## src/rtl/bus_pkt_tx_if.sv

```systemverilog
// Payload input handshake and framed-word output of the packet transmitter.
// The transmitter takes the slave side; the upstream producer/consumer takes master.
interface bus_pkt_tx_if;
    logic [7:0]  payload_in;
    logic        payload_valid;
    logic        payload_ready;
    logic [15:0] data_out;
    logic        data_valid;

    modport master (
        output payload_in, payload_valid,
        input  payload_ready, data_out, data_valid
    );

    modport slave (
        input  payload_in, payload_valid,
        output payload_ready, data_out, data_valid
    );
endinterface

```

## src/rtl/bus_pkt_tx.sv

```systemverilog
// Packet transmitter: buffers payload bytes and emits registered {HEADER, payload, seq} words.
// Defining BUS_PKT_TX_ERR_INJ_EN adds the inj_err port for header/sequence fault injection.
module bus_pkt_tx #(
    parameter logic [3:0] HEADER     = 4'hF,
    parameter int         FIFO_DEPTH = 4
) (
    input  logic               clk,
    input  logic               reset,
    input  logic               enable,
`ifdef BUS_PKT_TX_ERR_INJ_EN
    input  logic [1:0]         inj_err,
`endif
    bus_pkt_tx_if.slave        bus,
    output logic [3:0]         state_out,
    output logic [4:0]         fifo_level
);
    // state | meaning
    // IDLE  | no frame open, seq held at 0
    // FIRST | first word of a frame emitted (seq 0)
    // SEND  | subsequent word emitted, seq advancing
    // HOLD  | frame open but buffer ran dry; seq and data_out retained
    typedef enum logic [3:0] {
        S_IDLE  = 4'b0001,
        S_FIRST = 4'b0010,
        S_SEND  = 4'b0100,
        S_HOLD  = 4'b1000
    } state_t;

    // FIFO_DEPTH is a power of two, so the pointers wrap naturally
    localparam int AW = (FIFO_DEPTH > 1) ? $clog2(FIFO_DEPTH) : 1;

    state_t        state_r, state_nxt;
    logic [7:0]    fifo_mem [FIFO_DEPTH];
    logic [AW-1:0] wr_ptr, rd_ptr;
    logic [4:0]    level_r;
    logic [3:0]    seq_r, seq_word, seq_adv, hdr;
    logic [15:0]   data_r;
    logic          valid_r, emit, push, fifo_empty, ready;

    assign fifo_empty = (level_r == 5'd0);
    assign ready      = !reset && (level_r != 5'(FIFO_DEPTH));
    assign push       = bus.payload_valid && ready;

`ifdef BUS_PKT_TX_ERR_INJ_EN
    assign hdr      = inj_err[0] ? ~HEADER : HEADER;
    assign seq_word = seq_r + {3'b000, inj_err[1]};
    assign seq_adv  = seq_r + 4'd1 + {3'b000, inj_err[1]};
`else
    assign hdr      = HEADER;
    assign seq_word = seq_r;
    assign seq_adv  = seq_r + 4'd1;
`endif

    always_comb begin
        state_nxt = state_r;
        emit      = 1'b0;
        if (!enable) begin
            state_nxt = S_IDLE;
        end else begin
            case (state_r)
                S_IDLE: begin
                    if (!fifo_empty) begin
                        state_nxt = S_FIRST;
                        emit      = 1'b1;
                    end
                end
                S_FIRST, S_SEND, S_HOLD: begin
                    if (!fifo_empty) begin
                        state_nxt = S_SEND;
                        emit      = 1'b1;
                    end else begin
                        state_nxt = S_HOLD;
                    end
                end
                default: state_nxt = S_IDLE;
            endcase
        end
    end

    always_ff @(posedge clk or posedge reset) begin
        if (reset) begin
            state_r <= S_IDLE;
            data_r  <= 16'h0000;
            valid_r <= 1'b0;
            seq_r   <= 4'd0;
        end else begin
            state_r <= state_nxt;
            valid_r <= emit;
            if (emit) begin
                data_r <= {hdr, fifo_mem[rd_ptr], seq_word};
                seq_r  <= seq_adv;
            end else if (!enable) begin
                seq_r  <= 4'd0;
            end
        end
    end

    // Reset discards buffered payloads by clearing the pointers; storage itself is not reset
    always_ff @(posedge clk) begin
        if (push) begin
            fifo_mem[wr_ptr] <= bus.payload_in;
        end
    end

    always_ff @(posedge clk or posedge reset) begin
        if (reset) begin
            wr_ptr  <= '0;
            rd_ptr  <= '0;
            level_r <= 5'd0;
        end else begin
            if (push) wr_ptr <= wr_ptr + AW'(1);
            if (emit) rd_ptr <= rd_ptr + AW'(1);
            case ({push, emit})
                2'b10:   level_r <= level_r + 5'd1;
                2'b01:   level_r <= level_r - 5'd1;
                default: level_r <= level_r;
            endcase
        end
    end

    assign bus.payload_ready = ready;
    assign bus.data_out      = data_r;
    assign bus.data_valid    = valid_r;
    assign state_out         = state_r;
    assign fifo_level        = level_r;
endmodule

```

## src/flat_wrapper.sv

```systemverilog
// flat-port wrapper written by rule: the top's interface ports become plain ports
module bus_pkt_tx_flat 
#(
    parameter logic [3:0] HEADER     = 4'hF,
    parameter int         FIFO_DEPTH = 4
)
  (clk, reset, enable, state_out, fifo_level, bus_payload_in, bus_payload_valid, bus_payload_ready, bus_data_out, bus_data_valid);
  bus_pkt_tx_if bus_i ();
  input  logic clk;
  input  logic reset;
  input  logic enable;
  output logic [3:0] state_out;
  output logic [4:0] fifo_level;
  input wire logic [$bits(bus_i.payload_in)-1:0] bus_payload_in;
  input wire logic [$bits(bus_i.payload_valid)-1:0] bus_payload_valid;
  output wire logic [$bits(bus_i.payload_ready)-1:0] bus_payload_ready;
  output wire logic [$bits(bus_i.data_out)-1:0] bus_data_out;
  output wire logic [$bits(bus_i.data_valid)-1:0] bus_data_valid;
  assign bus_i.payload_in = bus_payload_in;
  assign bus_i.payload_valid = bus_payload_valid;
  assign bus_payload_ready = bus_i.payload_ready;
  assign bus_data_out = bus_i.data_out;
  assign bus_data_valid = bus_i.data_valid;
  bus_pkt_tx #(.HEADER(HEADER), .FIFO_DEPTH(FIFO_DEPTH)) u_core (.clk(clk), .reset(reset), .enable(enable), .bus(bus_i), .state_out(state_out), .fifo_level(fifo_level));
endmodule
```

## config.mk

```make
export PLATFORM = sky130hd
export DESIGN_NAME = bus_pkt_tx_flat
export DESIGN_NICKNAME = d
export VERILOG_FILES = /design/src/rtl/bus_pkt_tx_if.sv /design/src/rtl/bus_pkt_tx.sv /design/src/flat_wrapper.sv
export SDC_FILE = /design/constraint.sdc
export NUM_CORES = 1
export LEC_CHECK = 0
export ABC_AREA = 0
export BUFFER_PORTS_ARGS = -buffer_cell sky130_fd_sc_hd__buf_2
export CAP_MARGIN = 20
export CORE_UTILIZATION = 44
export CTS_BUF_LIST = sky130_fd_sc_hd__clkbuf_4 sky130_fd_sc_hd__clkbuf_8 sky130_fd_sc_hd__clkbuf_16
export DETAILED_ROUTE_END_ITERATION = 8
export HOLD_SLACK_MARGIN = 0.1
export SETUP_SLACK_MARGIN = 0.5
export SYNTH_ARGS = -nofsm -noshare
export SYNTH_HDL_FRONTEND = slang
export SYNTH_SLANG_ARGS = --single-unit
```

## constraint.sdc

```tcl
create_clock -name clk -period 5.15 [get_ports clk]
set_input_delay 1.03 -clock clk [delete_from_list [all_inputs] [get_ports clk]]
set_output_delay 1.03 -clock clk [all_outputs]
set_load 0.03 [all_outputs]
```

Word-level counts from Yosys, hierarchy flattened --
Memory sizes are Yosys's and may differ from the RTL's. A register that Yosys moved wholly into a read port is not among the register bits. Cells that the tools add are included.
Cells by class: reductions and logical operators 7, multiplexer cells 12, equal/unequal tests 9, add/subtract/negate cells 5
Operators by type and width (number):
- 4-bit 2-to-1 mux | 5
- 5-bit case mux with 2 select lines | 1
- 4-bit case mux with 2 select lines | 1
- 5-bit by 1-bit adder with 5-bit output (second input constant) | 1
- 5-bit logical NOT | 1
- 1-bit 2-to-1 mux | 5
- 5-bit by 3-bit != test with 1-bit output (second input constant) | 1
- 5-bit by 1-bit subtractor with 5-bit output (second input constant) | 1
- 2-bit by 1-bit adder with 2-bit output (second input constant) | 2
- 4-bit by 1-bit adder with 4-bit output (second input constant) | 1
- 4-bit by 1-bit == test with 1-bit output (second input constant) | 1
- 4-bit by 2-bit == test with 1-bit output (second input constant) | 1
- 4-bit by 3-bit == test with 1-bit output (second input constant) | 1
- 4-bit == test (second input constant) | 1
- 4-bit OR reduction | 1
- 3-bit != test (second input constant) | 1
- 3-bit OR reduction | 1
- 2-bit by 1-bit == test with 1-bit output (second input constant) | 1
- 2-bit == test (second input constant) | 1
- 1-bit logical AND | 2
- 2-bit by 1-bit != test with 1-bit output (second input constant) | 1
- 2-bit nonzero test | 1
- 1-bit logical NOT | 1
Storage, ports and cells: register bits after elaboration 31, output and inout bits 27, input bits 12, bits in writable memories 32, memories 1, logic and storage cells 41
Memories:
- u_core.fifo_mem | words 4, bits a word 8, rd ports 1, clocked after memory_dff 1, write ports 1, RTL line bus_pkt_tx.sv:33 | logic [7:0] fifo_mem [FIFO_DEPTH];

Longest topological paths before layout --
depth in word-level cells 6, mapped depth 11, depth with buffers taken out 11

Least setup slack after synthesis --
OpenSTA, ideal clock, no wires.
path kind input port to flip-flop, start point input reset, end point register u_core.level_r[4], in the netlist u_core.fifo_level[4], buffers on the path 0, stages on the path 9, setup slack 1.717 ns, data arrival time 3.306 ns, required time 5.024 ns, library setup time 0.126 ns, cells stage by stage a21oi_1 and2_1 inv_1 ha_1 ha_1 nor2b_1 o21a_1 o21a_1 a311o_1
Between the ends: cells in the longest elaborated chain, start to end 5, elaborated cells on any way between the ends 7, those cells by class eq/ne (2); mux (1); reduce/logical (4)
RTL lines:
- start, declared | RTL line flat_wrapper.sv:10 | input logic reset;
- 1-bit logical NOT (*) | RTL line bus_pkt_tx.sv:41 | assign ready = !reset && (level_r != 5'(FIFO_DEPTH));
- 1-bit logical AND (*) | RTL line bus_pkt_tx.sv:41
- 1-bit logical AND (*) | RTL line bus_pkt_tx.sv:42 | assign push = bus.payload_valid && ready;
- 2-bit by 1-bit == test with 1-bit output or 2-bit == test (tied branches) | RTL line bus_pkt_tx.sv:113 | case ({push, emit})
- 5-bit case mux with 2 select lines or 2-bit nonzero test (tied branches)
- end signal, assigned | RTL line bus_pkt_tx.sv:114 | 2'b10: level_r <= level_r + 5'd1;
- end signal, assigned | RTL line bus_pkt_tx.sv:115 | 2'b01: level_r <= level_r - 5'd1;
- end signal, assigned | RTL line bus_pkt_tx.sv:116 | default: level_r <= level_r;
- end, declared | RTL line bus_pkt_tx.sv:35 | logic [4:0] level_r;
Every way passes the cells marked *; elsewhere a longest branch is shown, timed or not. A chain may end at the register's enable or synchronous reset.

Worst setup path in the final report --
start point register u_core.state_r[0], in the netlist u_core.state_out[0], end point register u_core.level_r[4], in the netlist u_core.fifo_level[4]
Between the ends: cells in the longest elaborated chain, start to end 6, elaborated cells on any way between the ends 11, those cells by class eq/ne (6); mux (3); reduce/logical (2)
RTL lines:
- start, declared | RTL line bus_pkt_tx.sv:32 | state_t state_r, state_nxt;
- start signal, assigned | RTL line bus_pkt_tx.sv:87 | state_r <= state_nxt;
- 4-bit by 1-bit == test with 1-bit output (tied with other cells) | RTL line bus_pkt_tx.sv:60 | case (state_r)
- 4-bit OR reduction (no source line) (*)
- 1-bit 2-to-1 mux (*)
- 1-bit 2-to-1 mux (*) | RTL line bus_pkt_tx.sv:57 | if (!enable) begin
- 2-bit by 1-bit == test with 1-bit output or 2-bit == test (tied branches) | RTL line bus_pkt_tx.sv:113
- 5-bit case mux with 2 select lines or 2-bit nonzero test (tied branches)
Marked as above.

==> results.ini <==
[clocking]
clock_latency_ns = 0.33
cts.clk_slew.worst_paths_ns = 0.07
cts.repair.resized = 0
clockBufferDepth = 2
root_buffer = clkbuf_8
cts_htree_levels = 3
cts_setup_buffers = 0
holdBufCountCts = 0
cts_inserted_buffers = 9
cts_num_sinks = 63
cts_tree = built

[cells_and_area]
utilization_pct = 52.78
drive_gt1_share_pct = 37.84
n_fill_cell = 510
fin_area_mm2 = 0.003162
area_growth_pct = 15.02
final_nets = 239
regArea_mm2 = 0.001738
multi_input_area_um2 = 923.4
diodes = 0

[routing]
dr_wl_met2_mm = 2.313
m1WireLength_mm = 1.993
vias = 1577
antenna_left = 0
maxUsedRoutingLayer = met4
drc = 0
drt_iter0_drc = 67
wl_met3_um = 239
wl_per_cell_um = 15.61
vias_per_cell = 5.310
routed_wl_mm = 4.636
first_pass_iters = 4

[yosys]
syn_area_per_cell_um2 = 15.62
synth_edf_count = 32
ys.flop_type = edfxtp_1
synth-seq-cells = 63
async_flop_share_pct = 49.21
yosys.area_share.adder_pct = 4.825
synthMuxAreaShare_pct = 13.20
syn_area_mm2 = 0.002749
syn_inst = 176
yosysUniqueCellTypes = 44
synth_xor_area_share_pct = 2.230
synth_top_family_by_area = multiplexers
synth-compound-area-share_pct = 5.599
yosysSeqAreaShare_pct = 63.22
synth_nets = 198
yosysWarnings = 0
yosys.area_share.simple_pct = 7.738

[setup_path]
worstSetupPathType = register to register
critPathRequiredTime_ns = 5.37
reg2reg_to = u_core.fifo_level[4]$_DFFE_PP0P_
r2r-start = u_core.state_out[0]$_DFFE_PP1P_
r2r_setup_slack_ns = 1.76
crit_end = u_core.fifo_level[4]$_DFFE_PP0P_
critPathLaunchType = register
crit_path_max_fanout = 16
startpoint = u_core.state_out[0]$_DFFE_PP1P_
cp.arrival_ns = 3.61
reg2reg_depth = 10
endpoint_kind = register

[floorplan]
initial_core_util_pct = 45.89
dieHeight_um = 81.04
die_w_um = 81.04
num_rows = 28
die-area_mm2 = 0.006567
core_mm2 = 0.005991
pin_count = 39

[power_and_ir_drop]
finalPower_w = 0.001893
ir_drop_mv = 0.2537
p_per_area_mw_per_mm2 = 598.7
leakagePower_nw = 1.317

[sta]
post-route-period-util_pct = 65.82
maxSlewViolCount = 0
hold_viol = 0
period_needed_ns = 3.390
setup_viol = 0
rsz0062_at_grt = no
worstMarginPinSlew_ns = 0.7055
max_slew_margin_pct = 52.88
setup-tns-final_ns = 0
max_freq_ghz = 0.2950
clock_skew_ns = 0.008546

[global_routing]
grt_pass1_vias = 1625
grt_max_degree = 30
grt_pass1_wl_mm = 7.721
grt_use_total_pct = 16.69
antenna_found_initial = 0
grt_overflow = 0

[worst_hold_path]
hold_class = register to register

[flow_run]
cap_violations = 0

[place]
hpwl_mm = 3.213
place_area_mm2 = 0.002983
port_buffers = 38
gp_congestion = 0.8642

[outcome]
outcome = complete, no violations

==> area by class of cell <==
class                      count  share of cell area (%)
inverter                       8                  0.9497
tap                           75                   2.968
timing repair buffer          39                   6.252
clock buffer                  11                   4.590
clock inverter                 5                   1.068
multi-input combinational     96                   29.20
sequential                    63                   54.97
==> synth_stat cells (2+ instances only) <==
cell type / instances / area (um2)
a21boi_0: 3 / 22.52
a21oi_1: 3 / 15.01
and3_1: 4 / 25.02
buf_1: 2 / 7.510
buf_4: 3 / 22.52
clkbuf_1: 2 / 7.510
dfrtp_1: 30 / 750.7
edfxtp_1: 32 / 960.9
ha_1: 9 / 112.6
inv_1: 8 / 30.03
mux2_2: 6 / 67.56
mux2_4: 7 / 105.1
mux4_2: 8 / 180.2
nand2_1: 8 / 30.03
nor2_1: 6 / 22.52
nor3_1: 4 / 20.02
o21a_1: 2 / 15.01
o21ai_0: 5 / 25.02
o31ai_1: 3 / 22.52
or4_1: 2 / 15.01
xnor2_1: 2 / 17.52
xor2_1: 5 / 43.79
==> cell usage in the layout (no fill, tap or decap), types with 7 or more instances in the layout <==
master | synthesis | final
dfrtp_1 | 30 | 30
mux2_4 | 7 | 7
mux4_2 | 8 | 8
clkbuf_8 | 0 | 10
buf_2 | 1 | 38
inv_1 | 8 | 8
edfxtp_1 | 32 | 32
ha_1 | 9 | 9
nand2_1 | 8 | 8
==> how the worst min path moves through the flow <==
stage / startpoint / to / slack [ns] / depth (start not counted)
detailed placement: u_core.bus.data_out[5]$_DFFE_PP0P_ / u_core.bus.data_out[5]$_DFFE_PP0P_ / 0.49 / 1
finish: u_core.bus.data_out[3]$_DFFE_PP0P_ / u_core.bus.data_out[3]$_DFFE_PP0P_ / 0.50 / 1
floorplan: u_core.seq_r[3]$_DFFE_PP0P_ / u_core.bus.data_out[3]$_DFFE_PP0P_ / 0.49 / 1
CTS: u_core.bus.data_out[5]$_DFFE_PP0P_ / u_core.bus.data_out[5]$_DFFE_PP0P_ / 0.51 / 1
global route: u_core.bus.data_out[5]$_DFFE_PP0P_ / u_core.bus.data_out[5]$_DFFE_PP0P_ / 0.53 / 1
global placement: u_core.bus.data_out[3]$_DFFE_PP0P_ / u_core.bus.data_out[3]$_DFFE_PP0P_ / 0.49 / 1
==> logic make-up (layout without fill, tap and decap cells) <==
logic type / Yosys count / after routing
flip-flops: 63 / 63
XOR/XNOR: 7 / 7
buffers and inverters: 17 / 63
AND/OR/NAND/NOR: 36 / 36
AO/OA/AOI/OAI: 21 / 21
adder cells (fa/ha/maj): 10 / 10
multiplexers: 22 / 22
==> flip-flops by register name (all words and copies together) (netlist names) <==
register               flops
u_core.state_out           4
u_core.fifo_level          5
u_core.seq_r               4
u_core.fifo_mem           32
u_core.wr_ptr              2
u_core.bus.data_valid      1
u_core.rd_ptr              2
u_core.bus.data_out       13
==> critical path: stages (launching register included) <==
cell	delay, ns
dfstp_2	0.57
nor4b_1	0.36
a211oi_2	0.19
nor2_4	0.51
ha_1	0.38
inv_1	0.12
fa_1	0.42
nor2b_1	0.13
o21a_1	0.18
mux2i_1	0.10
a311o_1	0.32
==> layer usage <==
layer	track usage (%)	vias up
met5	0	-
met4	9.464	0
met3	5.618	10
met2	27.39	45
met1	19.05	790
li1	-	732
==> power by group <==
group          total (W)  switching [W]  leakage (nW)  internal [W]
clock           0.000381       0.000189        0.0904      0.000192
sequential      0.000785       0.000126         0.674      0.000660
combinational   0.000727       0.000404         0.552      0.000322
==> per-stage QoR <==
step	instances	hold WS (ns)	worst slack (ns)
after CTS	297	0.5103	1.747
final	297	0.5040	1.760
after global placement	281	0.4888	1.770
after detailed placement	281	0.4884	1.609
after floorplan	176	0.4940	1.717
after global routing	297	0.5279	1.533
(Power assumes the default switching activity.)
